==> config.mk <==
export PLATFORM = sky130hd
export DESIGN_NAME = vector_lane_packer
export DESIGN_NICKNAME = d
export VERILOG_FILES = /design/src/rtl/vec_pkg.sv /design/src/rtl/vector_lane_packer.sv
export SDC_FILE = /design/constraint.sdc
export NUM_CORES = 1
export LEC_CHECK = 0
export ABC_CLOCK_PERIOD_IN_PS = 2000
export CAP_MARGIN = 40
export CORE_MARGIN = 2
export CORE_UTILIZATION = 34
export DETAILED_ROUTE_END_ITERATION = 10
export GPL_TIMING_DRIVEN = 0
export MAX_ROUTING_LAYER = met4
export SLEW_MARGIN = 15
export SYNTH_ARGS = -nofsm -noshare
export SYNTH_HDL_FRONTEND = slang
export SYNTH_SLANG_ARGS = --single-unit
==> constraint.sdc <==
create_clock -name clk -period 2 [get_ports clk]
set_input_delay 0.2 -clock clk [delete_from_list [all_inputs] [get_ports clk]]
set_output_delay 0.2 -clock clk [all_outputs]
set_load 0.01 [all_outputs]
==> src/rtl/vec_pkg.sv <==
// Shared widths and types for the vector lane packer.
// Lane k of a vector occupies bits [k*N +: N].
package vec_pkg;

  localparam int V     = 128;
  localparam int N     = 32;
  localparam int LANES = V / N;
  localparam int CNT_W = $clog2(LANES);

  typedef enum logic {FILL, HOLD} packer_state_t;

  typedef logic [N-1:0] scalar_t;
  typedef logic [V-1:0] vector_t;

endpackage

==> src/rtl/vector_lane_packer.sv <==
// Packs N-bit scalar beats into a V-bit vector, lane 0 first; in_last closes a short vector.
// Latency: out_valid rises the cycle after the final beat; out_data/out_mask come straight from registers.
// Backpressure: vector held until out_ready; in_ready low in HOLD unless PACKER_SKID_EN adds a one-beat skid.
module vector_lane_packer
  import vec_pkg::*;
(
  input  logic             clk,
  input  logic             rst_n,
  input  logic             in_valid,
  output logic             in_ready,
  input  logic [N-1:0]     in_data,
  input  logic             in_last,
  output logic             out_valid,
  input  logic             out_ready,
  output logic [V-1:0]     out_data,
  output logic [LANES-1:0] out_mask
);

  localparam logic [CNT_W-1:0] CNT_LAST = CNT_W'(LANES - 1);

  packer_state_t    state;
  logic [CNT_W-1:0] cnt;
  vector_t          buf_q;
  logic [LANES-1:0] mask_q;

  assign out_valid = (state == HOLD);
  assign out_data  = buf_q;
  assign out_mask  = mask_q;

`ifdef PACKER_SKID_EN
  scalar_t skid_data;
  logic    skid_last;
  logic    skid_full;

  assign in_ready = (state == FILL) || !skid_full;
`else
  assign in_ready = (state == FILL);
`endif

  always_ff @(posedge clk or negedge rst_n) begin
    if (!rst_n) begin
      state  <= FILL;
      cnt    <= '0;
      buf_q  <= '0;
      mask_q <= '0;
`ifdef PACKER_SKID_EN
      skid_data <= '0;
      skid_last <= 1'b0;
      skid_full <= 1'b0;
`endif
    end else begin
      case (state)
        FILL: begin
          if (in_valid) begin
            buf_q[cnt*N +: N] <= in_data;
            mask_q[cnt]       <= 1'b1;
            if (cnt == CNT_LAST || in_last) begin
              state <= HOLD;
              cnt   <= '0;
            end else begin
              cnt <= cnt + 1'b1;
            end
          end
        end
        HOLD: begin
`ifdef PACKER_SKID_EN
          if (out_ready) begin
            // A parked beat (or one arriving now) seeds lane 0 of the next vector.
            if (skid_full) begin
              buf_q     <= {{(V-N){1'b0}}, skid_data};
              mask_q    <= LANES'(1);
              skid_full <= 1'b0;
              state     <= skid_last ? HOLD : FILL;
              cnt       <= skid_last ? '0 : CNT_W'(1);
            end else if (in_valid) begin
              buf_q  <= {{(V-N){1'b0}}, in_data};
              mask_q <= LANES'(1);
              state  <= in_last ? HOLD : FILL;
              cnt    <= in_last ? '0 : CNT_W'(1);
            end else begin
              buf_q  <= '0;
              mask_q <= '0;
              state  <= FILL;
              cnt    <= '0;
            end
          end else if (in_valid && !skid_full) begin
            skid_data <= in_data;
            skid_last <= in_last;
            skid_full <= 1'b1;
          end
`else
          if (out_ready) begin
            buf_q  <= '0;
            mask_q <= '0;
            state  <= FILL;
            cnt    <= '0;
          end
`endif
        end
        default: state <= FILL;
      endcase
    end
  end

endmodule

* Yosys cells after proc, flatten, opt, wreduce, memory -nomap -nowiden
Cells that the tools add are included.
Operators by class: equal/unequal tests 3, reduce and logical (&&, ||, !) cells 3, shift operators 2, multiplexer cells 17, $add $sub $neg 2, bitwise gates (word level) 2, $lt $le $gt $ge 2
Operators by type and width (number):
- $mux W128 | 2
- $pmux W128 S2 | 1
- $bwmux W128 | 1
- $shift A32 B34 Y128 const A | 1
- $shiftx A32 B34 Y128 | 1
- $neg A7 Y34 | 1
- $mux W4 | 2
- $pmux W4 S2 | 1
- $mux W2 | 3
- $mux W1 | 4
- $ne A2 B2 Y1 const B | 2
- $or A4 B4 Y4 | 1
- $pmux W2 S2 | 1
- $lt A2 B3 Y1 const B | 1
- $add A2 B1 Y2 const B | 1
- $demux W1 S2 | 1
- $eq A2 B2 Y1 const B | 1
- $ge A2 B1 Y1 const B | 1
- $pmux W1 S2 | 1
- $reduce_and A2 Y1 | 1
- $logic_and A1 B1 Y1 | 1
- $logic_or A1 B1 Y1 | 1
- $not A1 Y1 | 1
Storage, ports and cells: flip-flop bits (word level) 135, logic and storage cells 35, output and inout bits 134, input port bits 37

* Depth between registers and ports, before layout
word-level depth 7, mapped depth 6

* Least setup slack after synthesis
Ideal clock, no wire load.
kind flip-flop to flip-flop, start point register cnt[0], end point register buf_q[34] (netlist: out_data[34]), stages on the path, launching flop included 7, required time 1.936 ns, data arrival time 1.832 ns, buffers on the path 1, path slack 0.104 ns, cell sequence dfrtp_1 > inv_1 > ha_1 > nor3b_4 > clkbuf_2 > and3_1 > mux2_4
On the way: word-level cells in the longest chain between the ends 5
Ends and longest elaborated chain:
- start: declaration | RTL line vector_lane_packer.sv:22 | logic [CNT_W-1:0] cnt;
- start signal: assignment | RTL line vector_lane_packer.sv:61 | cnt <= cnt + 1'b1;
- $neg A7 Y34 * | RTL line vector_lane_packer.sv:55 | buf_q[cnt*N +: N] <= in_data;
- $shiftx A32 B34 Y128 or $shift A32 B34 Y128 (tied branches) | RTL line vector_lane_packer.sv:55
- $bwmux W128 * | RTL line vector_lane_packer.sv:55
- $mux W128 * | RTL line vector_lane_packer.sv:54 | if (in_valid) begin
- $pmux W128 S2 * | RTL line vector_lane_packer.sv:52 | case (state)
- end signal: indexed assignment | RTL line vector_lane_packer.sv:55
- end: declaration | RTL line vector_lane_packer.sv:23 | vector_t buf_q;
Mark *: on every way between the ends. The rest lies on a longest branch, timed or not. The select of a mux whose other input is x is not followed. A chain may end at the register's enable or synchronous reset.

* Worst setup path in the final report
start point register cnt[0], end point register buf_q[48] (netlist: out_data[48])
The elaborated chain is that of the path after synthesis.

==> results.ini <==
[die]
die_w_um=140
dieArea_mm2=0.0197
core_mm2=0.0181
io_pins=171
rows=49
initial_core_util=0.349
die_h_um=140

[job]
maxCapViolCount=0

[worst_setup_path]
r2r_cells=6
crit_path_end_kind=flop
crit_fanout=10
slowest_delay_ns=0.40
r2r_setup_slack_ns=0.09
worstPathRequired_ns=2.31
startpoint_type=flop
slowest_stage=dfrtp_2
worstPathArrival_ns=2.22
crit_chain=buf_4 -> ha_1 -> and2_1 -> clkbuf_1 -> and3_1 -> mux2_4
r2r_start=cnt[0]
worstReg2RegEnd=out_data[48]
critical_path_class=flop to flop

[timing]
slew_violations=0
max_slew_margin=0.640
fin_hold_ws_ns=0.127
hold_viol_final=0
fmax_mhz=523
setup_viol=0
fin_skew_ns=0.00616
tightestPinTransition_ns=0.540
min_period_over_period=0.956
rsz0062_at_grt=false
fin_crit_ns=1.91

[global_route]
grt_max_degree=70
grt_pass1_wl_mm=28.3
antenna_found_initial=0
grt_usage=0.194
grt_pass1_vias=4882
grt-ovfl-total=0

[clock_tree]
cts_tree=done
cts_buffer_depth=2
clk_latency_ns=0.42
clk_pin_slew_worst_paths_ns=0.06
htree_levels=4
root_buffer=clkbuf_16
cts_buffers=17
clkSinkCount=135

[place]
placed_cell_area_mm2=0.00833
dp_hpwl_mm=13.0
gp_congestion=0.778
io_buffers=169

[final_layout]
drive_gt1_frac=0.238
mostFrequentLayoutCell=clkdlybuf4s50_1
area_delta_synth_final_pct=42.6
fill_cells=1580
final_area_mm2=0.00901
antenna-diode-count=0
final_cell_mix=167 x clkdlybuf4s50_1, 134 x dfrtp_1, 96 x and3_1
final_net_count=751

[detailed_routing]
drt-met1-wl_mm=8.01
wl_mm=18.2
vias_per_cell=4.97
antenna_left=0
drtIter0Drc=209
wl_per_cell_um=19.2
wl_met2_mm=8.83
firstDrtPassIters=4
num_vias=4716
top_layer_used=met4
drc_errors=0
route.met3.wl_mm=1.10

[power_and_ir_drop]
power.density_mw_per_mm2=935
p_leak_nw=4.50
peakVddDrop_mv=0.602

[synth]
synthCells=511
synth_nets=556
syn_avg_cell_area_um2=12.4
syn_area_mm2=0.00632
ys_types=28
ys_seq_area_frac=0.535
ys_ff_latch=135
yosysWarnings=0

[hold_path]
hold_depth=3
holdPathEnd=out_mask[2]
hold_path_class=primary input to flop
hold_start=in_valid

[outcome]
status=finished, final reports clean

power by group:
part | leakage, nW | internal [mW] | switching, mW | total (mW)
registers | 1.85 | 3.00 | 0.172 | 3.18
clock network | 0.285 | 1.97 | 1.24 | 3.21
logic | 2.36 | 1.01 | 1.03 | 2.04
worst max-delay path by stage:
stage	from	to	slack, ns
6_report	cnt[0]	out_data[48]	0.09
5_1_grt	cnt[0]	out_data[91]	0.001
4_1_cts	cnt[0]	out_data[48]	0.05
3_5_place_dp	cnt[0]	out_data[83]	-0.47
3_3_place_gp	rst_n	out_data[44]	-4.62
2_1_floorplan	cnt[0]	out_data[34]	0.10
stage by stage:
step | instances | setup WS, ns | TNS [ns] | utilization | power [mW]
after floorplan | 511 | 0.104 | 0 | - | 4.21
after global placement | 909 | -4.62 | -658.16 | 0.459 | 5.18
after detailed placement | 910 | -0.467 | -45.10 | 0.461 | 5.21
after CTS | 948 | 0.0459 | 0 | 0.497 | 8.52
after global routing | 948 | 0.00115 | 0 | 0.498 | 8.83
final | 948 | 0.0881 | 0 | 0.498 | 8.42
critical path: cells and delay by family (launching register included):
| family | cells | cell delay (ns) |
|---|---|---|
| DFF | 1 | 0.40 |
| and+or+nand+nor | 2 | 0.51 |
| adders and majority gates | 1 | 0.22 |
| buffers and inverters | 2 | 0.40 |
| muxes | 1 | 0.25 |
cell type report:
type                            instances  area [um2]  area share
Clock buffer                           19         433      0.0480
Tap cell                              229         287      0.0318
Clock inverter                         13         170      0.0189
Buffer                                 41         270      0.0300
Timing Repair Buffer                  176        1790       0.198
Sequential cell                       135        3380       0.375
Multi-Input combinational cell        295        2530       0.281
Inverter                               40         150      0.0167
registers in the layout (all words and copies together), names as in the netlist:
register,cells
cnt,2
out_data,128
out_mask,4
out_valid,1
what timing repair did:
action / 4_1_cts / 5_1_grt
setup endpoints to repair: 126 / 49
pin swaps: 1 / 0
setup buffers: 5 / 0
endpoints found under the hold margin: 66 / 0
resized for setup: 2 / 8
hold buffers: 1 / 0
kinds of logic after synthesis:
family                   after synthesis  synth area share
multiplexers                          96             0.186
flip-flops                           135             0.535
adder cells (fa/ha/maj)                8            0.0158
buffers and inverters                 81            0.0657
AO/OA/AOI/OAI                         49            0.0644
AND/OR/NAND/NOR                      142             0.133
routing by layer:
layer,vias to the layer above,global-route usage
met4,0,0.0601
met5,-,-
met1,2384,0.247
met2,132,0.303
li1,2178,-
met3,22,0.0537
Yosys cell counts:
cell        n  area share
o22ai_1     6      0.0059
clkbuf_1   12      0.0071
buf_2      11      0.0087
o21ai_0     2      0.0016
mux2_2     28       0.050
nor4b_4     1      0.0038
dfrtp_1   135        0.53
nor3b_4     1      0.0030
nand3b_1    2      0.0024
a22o_4      2      0.0055
nor2b_1     1     0.00099
nor2b_4     1      0.0022
a31o_2     30       0.042
a31o_1      2      0.0028
inv_1      40       0.024
and2_1      1     0.00099
a22o_1      1      0.0014
a21oi_1     5      0.0040
and3_1     96       0.095
clkbuf_2    6      0.0048
nor4b_1     1      0.0014
buf_6      12       0.021
mux2i_1    32       0.051
o32a_1      1      0.0016
ha_1        8       0.016
nor3_2      1      0.0016
mux2_4     36       0.086
nand2_1    37       0.022
(Power assumes the default switching activity.)
